### src/rtl/logic_bitmanip_unit_if.sv
// Operand/result handshake bundle for logic_bitmanip_unit.
// master = issuing pipeline stage and result consumer; slave = the unit.
interface logic_bitmanip_unit_if #(
  parameter int WIDTH = 32
);
  logic             valid_i;
  logic             ready_o;
  logic [WIDTH-1:0] A_i;
  logic [WIDTH-1:0] B_i;
  logic [3:0]       op_i;
  logic             valid_o;
  logic             ready_i;
  logic [WIDTH-1:0] Result_o;

  modport master (
    output valid_i, A_i, B_i, op_i, ready_i,
    input  ready_o, valid_o, Result_o
  );

  modport slave (
    input  valid_i, A_i, B_i, op_i, ready_i,
    output ready_o, valid_o, Result_o
  );
endinterface

### src/rtl/logic_bitmanip_unit.sv
// Logic ops (latency 1) and iterative CLZ/CTZ/CPOP (latency WIDTH/CHUNK+... fixed) behind one output register.
// Backpressure: ready_o drops while iterating or while a result is held; LU_ROTATE_EN adds ROL/ROR.
module logic_bitmanip_unit #(
  parameter int WIDTH = 32,
  parameter int CHUNK = 8
) (
  input  logic                   clk_i,
  input  logic                   rst_i,
  input  logic                   flush_i,
  logic_bitmanip_unit_if.slave   bus
);

  localparam int NCHUNK = WIDTH / CHUNK;
  localparam int ACCW   = $clog2(WIDTH) + 1;
  localparam int CW     = (NCHUNK > 1) ? $clog2(NCHUNK) : 1;
  localparam int SHW    = $clog2(WIDTH);

  localparam logic [3:0] OP_AND  = 4'b0000;
  localparam logic [3:0] OP_XOR  = 4'b0001;
  localparam logic [3:0] OP_OR   = 4'b0010;
  localparam logic [3:0] OP_ANDN = 4'b0011;
  localparam logic [3:0] OP_ORN  = 4'b0100;
  localparam logic [3:0] OP_XNOR = 4'b0101;
  localparam logic [3:0] OP_CLZ  = 4'b0110;
  localparam logic [3:0] OP_CTZ  = 4'b0111;
  localparam logic [3:0] OP_CPOP = 4'b1000;
  localparam logic [3:0] OP_ROL  = 4'b1001;
  localparam logic [3:0] OP_ROR  = 4'b1010;

  typedef enum logic [0:0] {S_IDLE, S_ITER} state_t;

  state_t           r_state, w_state_nxt;
  logic [CW-1:0]    r_cnt, w_cnt_nxt;
  logic [ACCW-1:0]  r_acc, w_acc_nxt;
  logic             r_found, w_found_nxt;
  logic [WIDTH-1:0] r_a, w_a_nxt;
  logic [3:0]       r_op, w_op_nxt;
  logic             r_valid, w_valid_nxt;
  logic [WIDTH-1:0] r_result, w_result_nxt;

  logic             w_ready;
  logic             w_accept;
  logic             w_is_iter;
  logic             w_last;
  logic [CW-1:0]    w_idx;
  logic [WIDTH-1:0] w_shift;
  logic [CHUNK-1:0] w_chunk;
  logic [ACCW-1:0]  w_lz, w_tz, w_pop;
  logic [ACCW-1:0]  w_acc_step;
  logic             w_found_step;

  function automatic logic [ACCW-1:0] f_lz(input logic [CHUNK-1:0] c);
    logic [ACCW-1:0] n;
    n = ACCW'(CHUNK);
    for (int i = 0; i < CHUNK; i++) begin
      if (c[i]) n = ACCW'(CHUNK - 1 - i);
    end
    return n;
  endfunction

  function automatic logic [ACCW-1:0] f_tz(input logic [CHUNK-1:0] c);
    logic [ACCW-1:0] n;
    n = ACCW'(CHUNK);
    for (int i = CHUNK - 1; i >= 0; i--) begin
      if (c[i]) n = ACCW'(i);
    end
    return n;
  endfunction

  function automatic logic [ACCW-1:0] f_pop(input logic [CHUNK-1:0] c);
    logic [ACCW-1:0] n;
    n = '0;
    for (int i = 0; i < CHUNK; i++) begin
      n = n + ACCW'(c[i]);
    end
    return n;
  endfunction

  function automatic logic [WIDTH-1:0] f_single(input logic [3:0] op,
                                                input logic [WIDTH-1:0] a,
                                                input logic [WIDTH-1:0] b);
    logic [WIDTH-1:0] res;
`ifdef LU_ROTATE_EN
    logic [2*WIDTH-1:0] dbl;
    logic [SHW-1:0]     sh;
    sh  = b[SHW-1:0];
    dbl = '0;
`endif
    res = '0;
    case (op)
      OP_AND:  res = a & b;
      OP_XOR:  res = a ^ b;
      OP_OR:   res = a | b;
      OP_ANDN: res = a & ~b;
      OP_ORN:  res = a | ~b;
      OP_XNOR: res = ~(a ^ b);
`ifdef LU_ROTATE_EN
      // Rotating a doubled copy keeps the wrap-around bits without a variable-width shift.
      OP_ROL: begin
        dbl = {a, a} << sh;
        res = dbl[2*WIDTH-1:WIDTH];
      end
      OP_ROR: begin
        dbl = {a, a} >> sh;
        res = dbl[WIDTH-1:0];
      end
`endif
      default: res = '0;
    endcase
    return res;
  endfunction

  assign w_ready   = (r_state == S_IDLE) && (!r_valid || bus.ready_i);
  assign w_accept  = bus.valid_i && w_ready;
  assign w_is_iter = (bus.op_i == OP_CLZ) || (bus.op_i == OP_CTZ) || (bus.op_i == OP_CPOP);
  assign w_last    = (r_cnt == CW'(NCHUNK - 1));

  // CLZ walks chunks from the top; CTZ and CPOP walk from the bottom.
  assign w_idx   = (r_op == OP_CLZ) ? (CW'(NCHUNK - 1) - r_cnt) : r_cnt;
  assign w_shift = r_a >> (int'(w_idx) * CHUNK);
  assign w_chunk = w_shift[CHUNK-1:0];
  assign w_lz    = f_lz(w_chunk);
  assign w_tz    = f_tz(w_chunk);
  assign w_pop   = f_pop(w_chunk);

  always_comb begin
    w_acc_step   = r_acc;
    w_found_step = r_found;
    case (r_op)
      OP_CLZ: begin
        if (!r_found) begin
          w_acc_step   = r_acc + w_lz;
          w_found_step = |w_chunk;
        end
      end
      OP_CTZ: begin
        if (!r_found) begin
          w_acc_step   = r_acc + w_tz;
          w_found_step = |w_chunk;
        end
      end
      OP_CPOP: w_acc_step = r_acc + w_pop;
      default: w_acc_step = r_acc;
    endcase
  end

  always_comb begin
    w_state_nxt  = r_state;
    w_cnt_nxt    = r_cnt;
    w_acc_nxt    = r_acc;
    w_found_nxt  = r_found;
    w_a_nxt      = r_a;
    w_op_nxt     = r_op;
    w_valid_nxt  = r_valid;
    w_result_nxt = r_result;
    if (flush_i) begin
      w_state_nxt = S_IDLE;
      w_valid_nxt = 1'b0;
      w_cnt_nxt   = '0;
    end else begin
      if (r_valid && bus.ready_i) w_valid_nxt = 1'b0;
      case (r_state)
        S_IDLE: begin
          if (w_accept) begin
            if (w_is_iter) begin
              w_state_nxt = S_ITER;
              w_a_nxt     = bus.A_i;
              w_op_nxt    = bus.op_i;
              w_acc_nxt   = '0;
              w_found_nxt = 1'b0;
              w_cnt_nxt   = '0;
            end else begin
              w_result_nxt = f_single(bus.op_i, bus.A_i, bus.B_i);
              w_valid_nxt  = 1'b1;
            end
          end
        end
        S_ITER: begin
          w_acc_nxt   = w_acc_step;
          w_found_nxt = w_found_step;
          if (w_last) begin
            w_result_nxt = {{(WIDTH-ACCW){1'b0}}, w_acc_step};
            w_valid_nxt  = 1'b1;
            w_state_nxt  = S_IDLE;
            w_cnt_nxt    = '0;
          end else begin
            w_cnt_nxt = r_cnt + CW'(1);
          end
        end
        default: w_state_nxt = S_IDLE;
      endcase
    end
  end

  always_ff @(posedge clk_i) begin
    if (rst_i) begin
      r_state <= S_IDLE;
    end else begin
      r_state <= w_state_nxt;
    end
  end

  always_ff @(posedge clk_i) begin
    if (rst_i) begin
      r_cnt    <= '0;
      r_acc    <= '0;
      r_found  <= 1'b0;
      r_a      <= '0;
      r_op     <= '0;
      r_valid  <= 1'b0;
      r_result <= '0;
    end else begin
      r_cnt    <= w_cnt_nxt;
      r_acc    <= w_acc_nxt;
      r_found  <= w_found_nxt;
      r_a      <= w_a_nxt;
      r_op     <= w_op_nxt;
      r_valid  <= w_valid_nxt;
      r_result <= w_result_nxt;
    end
  end

  assign bus.ready_o  = w_ready;
  assign bus.valid_o  = r_valid;
  assign bus.Result_o = r_result;

endmodule
### src/flat_wrapper.sv
// flat-port wrapper written by rule: the top's interface ports become plain ports
module logic_bitmanip_unit_flat 
#(
  parameter int WIDTH = 32,
  parameter int CHUNK = 8
)
  (clk_i, rst_i, flush_i, bus_valid_i, bus_A_i, bus_B_i, bus_op_i, bus_ready_i, bus_ready_o, bus_valid_o, bus_Result_o);
  logic_bitmanip_unit_if #(.WIDTH(WIDTH)) bus_i ();
  input  logic clk_i;
  input  logic rst_i;
  input  logic flush_i;
  input wire logic [$bits(bus_i.valid_i)-1:0] bus_valid_i;
  input wire logic [$bits(bus_i.A_i)-1:0] bus_A_i;
  input wire logic [$bits(bus_i.B_i)-1:0] bus_B_i;
  input wire logic [$bits(bus_i.op_i)-1:0] bus_op_i;
  input wire logic [$bits(bus_i.ready_i)-1:0] bus_ready_i;
  output wire logic [$bits(bus_i.ready_o)-1:0] bus_ready_o;
  output wire logic [$bits(bus_i.valid_o)-1:0] bus_valid_o;
  output wire logic [$bits(bus_i.Result_o)-1:0] bus_Result_o;
  assign bus_i.valid_i = bus_valid_i;
  assign bus_i.A_i = bus_A_i;
  assign bus_i.B_i = bus_B_i;
  assign bus_i.op_i = bus_op_i;
  assign bus_i.ready_i = bus_ready_i;
  assign bus_ready_o = bus_i.ready_o;
  assign bus_valid_o = bus_i.valid_o;
  assign bus_Result_o = bus_i.Result_o;
  logic_bitmanip_unit #(.WIDTH(WIDTH), .CHUNK(CHUNK)) u_core (.clk_i(clk_i), .rst_i(rst_i), .flush_i(flush_i), .bus(bus_i));
endmodule
### config.mk
export PLATFORM = sky130hd
export DESIGN_NAME = logic_bitmanip_unit_flat
export DESIGN_NICKNAME = d
export VERILOG_FILES = /design/src/rtl/logic_bitmanip_unit_if.sv /design/src/rtl/logic_bitmanip_unit.sv /design/src/flat_wrapper.sv
export SDC_FILE = /design/constraint.sdc
export NUM_CORES = 1
export LEC_CHECK = 0
export ABC_AREA = 1
export BUFFER_PORTS_ARGS = -buffer_cell sky130_fd_sc_hd__buf_2
export CAP_MARGIN = 20
export CORE_ASPECT_RATIO = 2
export CORE_UTILIZATION = 52
export CTS_CLUSTER_DIAMETER = 30
export DETAILED_ROUTE_END_ITERATION = 10
export PLACE_DENSITY = 0.78
export SKIP_LAST_GASP = 1
export SYNTH_ARGS = -nofsm -noshare
export SYNTH_HDL_FRONTEND = slang
export SYNTH_SLANG_ARGS = --single-unit
### constraint.sdc
create_clock -name clk_i -period 6.3 [get_ports clk_i]
set_input_delay 1.26 -clock clk_i [delete_from_list [all_inputs] [get_ports clk_i]]
set_output_delay 1.26 -clock clk_i [all_outputs]
set_load 0.05 [all_outputs]
# Yosys cells after proc, flatten, opt, wreduce, memory -nomap -nowiden
# Cells that the tools add are included.
[word_totals]
reg_bits = 79
input_bits = 73
output_inout_bits = 34
elab_cells = 109
[classes]
n_addsub = 12
n_eq_ne = 17
shifts = 1
mux = 46
bitwise = 9
n_reduce_logical = 16
[ops]
columns = ["op", "count"]
rows = [
  ["$pmux 32 s6", 1],
  ["$mux 32", 3],
  ["$and 32x32->32", 2],
  ["$mux 4", 16],
  ["$not 32->32", 2],
  ["$or 32x32->32", 2],
  ["$pmux 32 s2", 1],
  ["$add 6x1->6", 6],
  ["$shr 32x5->8", 1],
  ["$xor 32x32->32", 1],
  ["$eq 4x3->1 const B", 6],
  ["$mux 6", 4],
  ["$pmux 6 s3", 1],
  ["$add 6x4->6", 2],
  ["$pmux 6 s2", 1],
  ["$reduce_and 4->1", 3],
  ["$mux 1", 11],
  ["$eq 4x2->1 const B", 2],
  ["$eq 4x4->1 const B", 2],
  ["$mux 2", 4],
  ["$reduce_or 8->1", 1],
  ["$add 6x6->6", 1],
  ["$ne 2x2->1 const B", 3],
  ["$pmux 1 s2", 3],
  ["other kinds (15)", 22],
]

# Logic depth before layout (Yosys ltp)
# Gate-level depths: netlist (run 1).
[logic_depth]
ltp_word = 16
ltp_mapped = 34
mapped_depth_nobuf = 33

# Least setup slack after synthesis (run 1)
# OpenSTA, ideal clock, no wires.
[synth_timing]
path_type = "register -> register"
startpoint = "reg u_core.r_op[2]"
endpoint = "reg u_core.r_result[4], in the netlist u_core.bus.Result_o[4]"
setup_ns = 0.070
arrival_ns = 4.318
t_required_ns = 6.230
slack_ns = 1.911
path_stages_with_launch = 30
path_buffers = 1
period_less_slack_ns = 4.389
cell_sequence = "dfxtp_1 -> inv_2 -> nor2_4 -> nand2_4 -> nand2_4 -> nand2_2 -> buf_6 -> nand2_1 -> nand3_1 -> nand2_2 -> inv_2 -> ha_1 -> xor2_1 -> inv_1 -> ha_1 -> inv_1 -> fa_1 -> or2_1 -> nand2_1 -> inv_1 -> ha_1 -> ha_1 -> fa_1 -> nand2_1 -> nand2_1 -> a21oi_1 -> xor2_1 -> o211ai_1 -> nand3_1 -> a21oi_1"
[synth_via]
elab_chain_len = 16
word_cells_on_any_way = 36
classes_between = "add/sub: 10; eq/ne: 3; shift: 1; mux: 22"
[synth_rtl]
columns = ["element", "line", "text"]
rows = [
  ["from (decl)", "logic_bitmanip_unit.sv:37", "logic [3:0] r_op, w_op_nxt;"],
  ["from (signal assigned)", "logic_bitmanip_unit.sv:217", "r_op <= w_op_nxt;"],
  ["parallel branches: the longest is 13 deep, another holds $add 6x1->6", "-", ""],
  ["$pmux 6 s3 *", "logic_bitmanip_unit.sv:129", "case (r_op)"],
  ["$mux 32 *", "logic_bitmanip_unit.sv:181", "if (w_last) begin"],
  ["$pmux 32 s2 *", "logic_bitmanip_unit.sv:162", "case (r_state)"],
  ["to (signal assigned)", "logic_bitmanip_unit.sv:219", "r_result <= w_result_nxt;"],
  ["to (decl)", "logic_bitmanip_unit.sv:39", "logic [WIDTH-1:0] r_result, w_result_nxt;"],
]
# Every way passes the cells marked *. The select of a mux whose other input is x is not followed.
# A chain may end at the register's enable or synchronous reset.

# Worst setup path in the final report (run 1)
# Ends and elaborated chain as after synthesis.

==> run_results.csv, run 1 <==
group,metric,value,unit
outcome,status,"finished, final reports clean",
synthesis,synth-xor-area-share,5.83,%
worst_setup_path,required,6580,ps
cts,clock_latency,340,ps
global_route,grt_pass1_vias,6611,
worst_setup_path,cp_slowest_stage_delay,470,ps
synthesis,yosys_register_bits,79,
pwr,p_sw_share,31.3,%
timing,period_needed,4740,ps
pwr,irDropWorstVdd,170,µV
floorplanning,rows,56,
cts,clock_sinks,79,
cells_and_area,layout_commonest_cell,"nand2_1",
timing,hold_slack,465,ps
synthesis,synth_cell_type_count,41,
cells_and_area,fill_cells,1202,
timing,tightest_slew,1060,ps
cts,cts_buffer_depth,2,
timing,max-slew-margin-rel,29.1,%
worst_setup_path,cp_slowest_cell,"fa_1",
place,place_area,6890,µm²
global_route,antenna_found_initial,0,
floorplanning,start_util,53.6,%
cts,cts_tree,"done",
pwr,leakagePower,3.49,nW
cells_and_area,mostFrequentLayoutCells,"nand2_1 (225), nor2_1 (134), o21ai_0 (107)",
global_route,grt.total_usage,32.1,%
cells_and_area,utilization,61.1,%
floorplanning,core_area,11800,µm²
cells_and_area,seqCellArea,1580,µm²
synthesis,synth_top_family_by_area,"simple AND/OR/NAND/NOR gates",
routing,final_antenna_net_count,0,
timing,slew_viol_final,0,
cts,postCtsSetupBuffers,0,
cells_and_area,layout-drive-gt1-share,16.1,%
routing,dr.pass1.iters,5,
routing,drt_iter0_markers,311,
timing,rsz0062_at_grt,"no",
synthesis,syn_area_per_cell,6.19,µm²
synthesis,synth_fp_nets,1120,
worst_setup_path,cp-end-kind,"register",
cells_and_area,fin_area,7190,µm²
synthesis,yosysSeqAreaShare,25.0,%
worst_hold_path,hp-class,"reg2reg",
cts,cts_inserted_buffers,9,
global_route,grt_pass1_wl,31600,µm
synthesis,synthSimpleGateAreaFrac,35.4,%
floorplanning,die_h,158,µm
floorplanning,die_area,12600,µm²
timing,setup_viol,0,
routing,avgRoutedWirePerCell,15.7,µm
cts,ctsRootBufferMaster,"clkbuf_16",
pwr,p_comb_share,20.5,%
synthesis,syn_area,6310,µm²
cells_and_area,insertedDiodeCount,0,
global_route,overflow,0,
timing,fin_crit_sh,75.2,%
synthesis,synthAdderAreaFrac,5.83,%
floorplanning,die_x,79.9,µm
place,port-buffer-count,106,
timing,fin_skew,12.9,ps
cts,cts_resized,0,
synthesis,synth_compound_area_share,18.4,%
synthesis,synthMuxAreaShare,0,%
cts,clk_pin_slew,70,ps
routing,viasPerCell,5.66,
timing,finalSetupTns,0,ps
timing,hold_viol,0,
place,place.gp.congestion,0.997,
pwr,p_sw,417,µW
pwr,pwr-share-seq,39.3,%
routing,drc,0,
cts,holdBufCountCts,0,
pwr,p_int,916,µW
routing,routed-via-count,7083,
floorplanning,ios,107,
global_route,grt_max_degree,45,
pwr,pwr-share-clk,40.3,%
cells_and_area,fin_nets,1202,
pwr,finalPower,1.33,mW
flow_run,max-cap-violations,0,
routing,drt_wl_total,19700,µm
place,dp_hpwl,15000,µm
cells_and_area,area_growth,13.8,%
cts,h-tree-depth,3,
pwr,power_density,185,nW/µm²
worst_setup_path,critPathArrivalTime,5020,ps
synthesis,yosys_warnings,0,
cells_and_area,multi_input_area,4130,µm²
worst_setup_path,worstPathMaxFanout,8,
timing,max_freq,211,MHz
worst_setup_path,critPathKind,"reg2reg",
synthesis,syn_inst,1020,
worst_setup_path,critPathLaunchType,"register",
==> state kept, by name, indices dropped and copies added (netlist names) <==
name / flops
u_core.bus.Result_o: 32
u_core.bus.valid_o: 1
u_core.r_a: 32
u_core.r_acc: 6
u_core.r_cnt: 2
u_core.r_found: 1
u_core.r_op: 4
u_core.r_state: 1
==> routing by layer <==
layer	part of all wire [%]	global-route usage, %
met5	0	0
met4	4.9	17.6
met3	4.6	5.59
met2	54	59.2
met1	37	33.4
==> stage by stage <==
step / setup WS [ps] / cells
final: 1560 / 1252
after global routing: 1180 / 1252
after CTS: 1570 / 1252
after detailed placement: 1580 / 1236
after global placement: 1660 / 1235
after floorplan: 1910 / 1020
==> synthesized netlist by cell type (all sizes together) <==
cell type | count | area, µm²
nor3 | 25 | 125
o221ai | 1 | 8.76
dfxtp | 79 | 1580
a21o | 2 | 15.0
xnor2 | 18 | 158
clkinv | 1 | 3.75
clkbuf | 19 | 71.3
o22ai | 14 | 87.6
nand3b | 1 | 7.51
nand4 | 33 | 221
nor3b | 1 | 12.5
ha | 23 | 288
or2 | 3 | 18.8
o211ai | 2 | 15.0
buf | 24 | 138
o21ai | 118 | 594
nand3 | 58 | 305
fa | 4 | 80.1
nor2 | 141 | 572
a21boi | 3 | 22.5
a21oi | 71 | 355
o31ai | 6 | 45.0
a211oi | 1 | 7.51
inv | 104 | 390
and3 | 1 | 6.26
nand2 | 242 | 966
a31o | 1 | 8.76
xor2 | 24 | 210
==> final timing paths <==
check | from | end | slack [ps] | cells after the start
setup / recovery | u_core.r_op[2]$_SDFFE_PP0P_ | u_core.bus.Result_o[4]$_SDFFE_PP0P_ | 1560 | 28
hold / removal | u_core.bus.Result_o[21]$_SDFFE_PP0P_ | u_core.bus.Result_o[21]$_SDFFE_PP0P_ | 470 | 2
setup reg to reg | u_core.r_op[2]$_SDFFE_PP0P_ | u_core.bus.Result_o[4]$_SDFFE_PP0P_ | 1560 | 28
hold reg to reg | u_core.bus.Result_o[21]$_SDFFE_PP0P_ | u_core.bus.Result_o[21]$_SDFFE_PP0P_ | 470 | 2
==> area by class of cell <==
type / instances / share of cell area, %
multi-input combinational: 793 / 57.5
sequential: 79 / 22.0
timing repair buffer: 114 / 8.27
inverter: 105 / 5.48
clock buffer: 9 / 3.13
tap: 145 / 2.52
clock inverter: 7 / 1.10
==> worst max-delay path, delay by kind of cell, from the launching register on <==
kind / cells / cell delay (ps)
AND/OR/NAND/NOR: 11 / 1250
XOR/XNOR: 2 / 240
adder cells (fa/ha/maj): 6 / 1980
AO/OA/AOI/OAI: 3 / 490
buffers and inverters: 6 / 380
flip-flops: 1 / 350
==> cell families (layout without fill, tap and decap cells) <==
logic type      count (synthesis)  count (layout)
compound gates                219             219
xor+xnor                       42              42
fa+ha+maj                      27              27
buf+inv                       148             235
flops                          79              79
simple gates                  505             505
==> power groups by stage <==
stage	logic (mW)	registers, mW	clock network, mW
after global placement	0.266	0.534	0
after detailed placement	0.269	0.534	0
after global routing	0.302	0.524	0.555
final	0.273	0.523	0.536
after floorplan	0.162	0.547	0
after CTS	0.271	0.523	0.539
Power figures use the tool's default switching activity.
==> inputs of run 2 (changes only) <==
- clock period: 6.3 -> 4.4 ns (I/O delays scaled with it)
==> run_results.csv, run 2 (synthesized netlist as in run 1, its figures left out) <==
group,metric,value,unit
cts,cts_tree,"done",
floorplanning,start_util,53.6,%
timing,finalWorstSetupSlack,-98.9,ps
place,place.gp.congestion,0.936,
worst_setup_path,critPathKind,"reg2reg",
worst_setup_path,required,4680,ps
worst_setup_path,worstPathMaxFanout,7,
timing,period_needed,4500,ps
routing,drt_wl_total,19600,µm
timing,fin_skew,10.5,ps
timing,max-slew-margin-rel,31.7,%
cts,h-tree-depth,3,
worst_setup_path,r2r-start,"u_core.r_op[1]$_SDFFE_PP0P_",
outcome,status,"finished, violations left",
worst_setup_path,cp-end-kind,"register",
worst_setup_path,cp_slowest_cell,"fa_1",
routing,final_antenna_net_count,0,
timing,slew_viol_final,0,
worst_hold_path,hp-class,"reg2reg",
global_route,grt_pass1_wl,30300,µm
timing,rsz0062_at_grt,"yes",
cts,clock_latency,340,ps
worst_setup_path,reg2reg_to,"u_core.bus.Result_o[4]$_SDFFE_PP0P_",
pwr,p_int,1.39,mW
routing,viasPerCell,5.61,
place,dp_hpwl,14600,µm
cts,cts_inserted_buffers,9,
timing,fin_crit_sh,102,%
floorplanning,die_area,12600,µm²
cells_and_area,layout_commonest_cell,"nand2_1",
routing,drc,0,
pwr,power_density,258,nW/µm²
cells_and_area,insertedDiodeCount,0,
pwr,irDropWorstVdd,345,µV
floorplanning,ios,107,
cts,cts_buffer_depth,2,
worst_setup_path,r2r_setup_slack,-100,ps
floorplanning,rows,56,
routing,dr.pass1.iters,5,
outcome,violations,"setup timing",
routing,avgRoutedWirePerCell,15.2,µm
cells_and_area,layout-drive-gt1-share,20.5,%
cts,holdBufCountCts,0,
cts,clk_pin_slew,60,ps
worst_hold_path,hold-path-cell-count,2,
pwr,leakagePower,3.69,nW
worst_hold_path,holdPathEnd,"u_core.bus.Result_o[17]$_SDFFE_PP0P_",
floorplanning,die_h,158,µm
timing,setup_viol,3,
cts,ctsRootBufferMaster,"clkbuf_16",
cells_and_area,mostFrequentLayoutCells,"nand2_1 (223), nor2_1 (134), buf_2 (106)",
floorplanning,die_x,79.9,µm
flow_run,max-cap-violations,0,
cells_and_area,area_growth,20.4,%
worst_setup_path,cp_slowest_stage_delay,450,ps
worst_setup_path,crit_start,"u_core.r_op[1]$_SDFFE_PP0P_",
global_route,grt_pass1_vias,6591,
pwr,pwr-share-clk,41.2,%
global_route,grt.total_usage,31.0,%
global_route,overflow,0,
pwr,finalPower,1.96,mW
timing,hold_viol,0,
worst_setup_path,critPathArrivalTime,4780,ps
cells_and_area,fill_cells,1092,
floorplanning,core_area,11800,µm²
routing,routed-via-count,7247,
place,place_ws,-191,ps
pwr,p_sw,574,µW
worst_setup_path,ff2ff_path_depth,28,
worst_hold_path,min-delay-start,"u_core.bus.Result_o[17]$_SDFFE_PP0P_",
timing,max_freq,222,MHz
routing,drt_iter0_markers,372,
global_route,antenna_found_initial,0,
worst_setup_path,critPathLaunchType,"register",
pwr,pwr-share-seq,38.1,%
place,port-buffer-count,106,
pwr,p_comb_share,20.7,%
cells_and_area,fin_nets,1241,
timing,tightest_slew,1020,ps
global_route,grt_max_degree,45,
cts,clock_sinks,79,
pwr,p_sw_share,29.2,%
## run 2: critical path: cells and delay by family (launching register included)
family | cells | cell delay (ps)
adders and majority gates | 6 | 1730
DFF | 1 | 340
AOI/OAI and AO/OA | 3 | 540
xor gates and xnor gates | 2 | 240
buffers and inverters | 6 | 350
and+or+nand+nor | 11 | 1240
## run 2: power groups by stage
stage | registers (mW) | clock network, mW | logic (mW)
2_1_floorplan | 0.783 | 0 | 0.232
3_3_place_gp | 0.763 | 0 | 0.383
3_5_place_dp | 0.763 | 0 | 0.388
4_1_cts | 0.748 | 0.818 | 0.392
5_1_grt | 0.750 | 0.843 | 0.449
6_report | 0.748 | 0.808 | 0.407
## run 2: layer usage
| metal | vias up | wire length (µm) | global-route usage, % |
|---|---|---|---|
| met5 | - | 0 | 0 |
| met4 | 0 | 852 | 16.2 |
| met3 | 58 | 900 | 3.52 |
| met2 | 255 | 10500 | 59.7 |
| met1 | 3327 | 7350 | 31.5 |
| li1 | 3607 | - | - |
## run 2: per-stage QoR
stage | cell area [µm²] | setup TNS (ps) | hold slack, ps | util, % | instances
final | 7600 | -152 | 459 | 64.6 | 1291
after global routing | 7600 | -1580 | 481 | 64.6 | 1291
after CTS | 7440 | 0 | 462 | 63.2 | 1281
after detailed placement | 7080 | -468 | 454 | 60.1 | 1262
after global placement | 7080 | -254 | 443 | 60.1 | 1262
after floorplan | 6310 | 0 | 429 | - | 1020
## run 2: what timing repair did
item / CTS / global route
buffers inserted: 3 / 10
resized for setup: 5 / 22
pin swaps: 7 / 25
setup endpoints to repair: 4 / 11
## run 2: final cells by class
type / count / area (µm²) / area share, %
Sequential cell: 79 / 1590 / 20.9
Clock buffer: 11 / 243 / 3.19
Multi-Input combinational cell: 793 / 4230 / 55.6
Tap cell: 145 / 181 / 2.39
Inverter: 105 / 397 / 5.22
Clock inverter: 5 / 78.8 / 1.04
Timing Repair Buffer: 153 / 887 / 11.7
## run 2: how the worst max path moves through the flow
stage	slack, ps	end	depth (start not counted)
floorplan	10	u_core.bus.Result_o[4]$_SDFFE_PP0P_	29
global placement	-130	u_core.bus.Result_o[4]$_SDFFE_PP0P_	28
detailed placement	-190	u_core.bus.Result_o[4]$_SDFFE_PP0P_	28
CTS	6	u_core.bus.Result_o[4]$_SDFFE_PP0P_	28
global route	-350	u_core.bus.Result_o[4]$_SDFFE_PP0P_	28
finish	-100	u_core.bus.Result_o[4]$_SDFFE_PP0P_	28
==> inputs of run 3 (changes only) <==
--- a/config.mk
+++ b/config.mk
@@ -9,3 +9,3 @@
 export BUFFER_PORTS_ARGS = -buffer_cell sky130_fd_sc_hd__buf_2
-export CAP_MARGIN = 20
+export CAP_MARGIN = 15
 export CORE_ASPECT_RATIO = 2
==> constraint.sdc (replaced) <==
create_clock -name clk_i -period 4.4 [get_ports clk_i]
set_input_delay 0 -clock clk_i [delete_from_list [all_inputs] [get_ports clk_i]]
set_output_delay 0 -clock clk_i [all_outputs]
set_load 0.05 [all_outputs]
==> run_results.csv, run 3 (synthesized netlist as in run 1, its figures left out) <==
group,metric,value,unit
floorplanning,die_x,79.9,µm
worst_setup_path,cp_slowest_cell,"fa_1",
timing,period_needed,4360,ps
worst_setup_path,critPathKind,"reg2reg",
pwr,power_density,268,nW/µm²
pwr,p_sw,611,µW
cells_and_area,seqCellArea,1580,µm²
timing,finalSetupTns,0,ps
place,port-buffer-count,106,
floorplanning,die_h,158,µm
cts,cts_inserted_buffers,9,
pwr,pwr-share-clk,44.5,%
cells_and_area,multi_input_area,4240,µm²
timing,tightest_slew,1230,ps
cells_and_area,mostFrequentLayoutCells,"nand2_1 (221), nor2_1 (134), buf_2 (106)",
worst_hold_path,hp-class,"in2reg",
timing,max-slew-margin-rel,17.9,%
cts,clock_latency,350,ps
timing,hold_viol,1,
outcome,status,"finished, violations left",
cells_and_area,area_growth,25.0,%
place,place_ws,-191,ps
routing,final_antenna_net_count,0,
timing,fin_crit_sh,99.2,%
worst_setup_path,cp-end-kind,"register",
worst_setup_path,critPathArrivalTime,4640,ps
cells_and_area,layout-drive-gt1-share,20.3,%
pwr,pwr-share-seq,35.4,%
pwr,irDropWorstVdd,270,µV
pwr,p_int,1.50,mW
outcome,violations,"hold timing",
floorplanning,die_area,12600,µm²
worst_setup_path,cp_slowest_stage_delay,450,ps
cts,h-tree-depth,3,
global_route,grt_pass1_wl,32300,µm
worst_setup_path,critical_path_buf_inv_count,5,
cells_and_area,fin_nets,1264,
global_route,grt_max_degree,45,
worst_setup_path,critPathLaunchType,"register",
routing,drt_iter0_markers,413,
cts,clock_sinks,79,
cts,cts_tree,"done",
routing,routed-via-count,7486,
worst_setup_path,worstPathMaxFanout,6,
pwr,p_comb_share,20.1,%
floorplanning,ios,107,
global_route,overflow,0,
timing,slew_viol_final,0,
timing,finalWorstSetupSlack,36.5,ps
pwr,p_sw_share,28.9,%
cts,clk_pin_slew,70,ps
timing,rsz0062_at_grt,"yes",
timing,hold_slack,-0.0809,ps
cts,ctsRootBufferMaster,"clkbuf_16",
global_route,grt.total_usage,32.9,%
timing,max_freq,229,MHz
floorplanning,core_area,11800,µm²
flow_run,max-cap-violations,0,
place,place.gp.congestion,0.951,
routing,dr.pass1.iters,5,
worst_setup_path,required,4680,ps
floorplanning,start_util,53.6,%
pwr,leakagePower,3.81,nW
floorplanning,rows,56,
worst_setup_path,cp_top_family,"adder cells",
routing,avgRoutedWirePerCell,15.7,µm
global_route,grt_pass1_vias,6978,
timing,setup_viol,0,
worst_setup_path,critical_path.most_common_cell,"inv_2",
global_route,antenna_found_initial,0,
routing,drc,0,
pwr,finalPower,2.11,mW
cts,cts_buffer_depth,2,
place,dp_hpwl,14800,µm
routing,viasPerCell,5.70,
cells_and_area,insertedDiodeCount,0,
cells_and_area,layout_commonest_cell,"nand2_1",
timing,fin_skew,11.4,ps
cells_and_area,fill_cells,1102,
routing,drt_wl_total,20600,µm
[run 3: timing repair]
| action | CTS | global route |
|---|---|---|
| resized for setup | 8 | 23 |
| hold endpoints to repair | 25 | 0 |
| setup endpoints to repair | 4 | 10 |
| pin swaps | 11 | 24 |
| hold buffers | 25 | 0 |
| buffers inserted | 5 | 8 |
[run 3: path summary, 6_finish.rpt]
path | startpoint | end | slack [ps] | cells after the start
worst max-delay path | u_core.r_op[2]$_SDFFE_PP0P_ | u_core.bus.Result_o[4]$_SDFFE_PP0P_ | 40 | 28
worst min-delay path | bus_A_i[16] | u_core.r_a[16]$_SDFFE_PP0P_ | -0.08 | 3
worst max register to register | u_core.r_op[2]$_SDFFE_PP0P_ | u_core.bus.Result_o[4]$_SDFFE_PP0P_ | 40 | 28
worst min register to register | u_core.bus.Result_o[22]$_SDFFE_PP0P_ | u_core.bus.Result_o[22]$_SDFFE_PP0P_ | 460 | 2
[run 3: cell type report]
| class | instances | area share [%] |
|---|---|---|
| Timing Repair Buffer | 176 | 14.2 |
| Clock buffer | 9 | 2.85 |
| Clock inverter | 7 | 1.82 |
| Tap cell | 145 | 2.30 |
| Multi-Input combinational cell | 793 | 53.8 |
| Sequential cell | 79 | 20.1 |
| Inverter | 105 | 5.02 |
[run 3: per-stage QoR]
step / hold WS, ps / instances / instance area (µm²) / util [%]
2_1_floorplan: 69.1 / 1020 / 6310 / -
3_3_place_gp: 289 / 1260 / 7060 / 60.0
3_5_place_dp: 297 / 1260 / 7060 / 60.0
4_1_cts: 3.03 / 1306 / 7750 / 65.8
5_1_grt: 7.66 / 1314 / 7890 / 67.1
6_report: -0.0809 / 1314 / 7890 / 67.1
[run 3: layer usage]
metal	wire (µm)	part of all wire [%]	up-vias	track usage, %
met5	0	0	-	0
met4	1250	6.0	0	20.3
met1	7470	36	3429	32.8
met3	1110	5.4	97	6.11
met2	10800	52	308	61.1
li1	-	-	3652	-
[run 3: power groups by stage]
stage	Clock (mW)	Sequential, mW	Combinational (mW)
2_1_floorplan	0	0.783	0.232
3_3_place_gp	0	0.763	0.383
3_5_place_dp	0	0.763	0.388
4_1_cts	0.941	0.748	0.411
5_1_grt	0.968	0.750	0.466
6_report	0.940	0.748	0.426
[run 3: tightest hold or removal path, delay by kind of cell]
family                 cells  cell delay (ps)
AOI/OAI and AO/OA          2              190
buffers and inverters      1              120
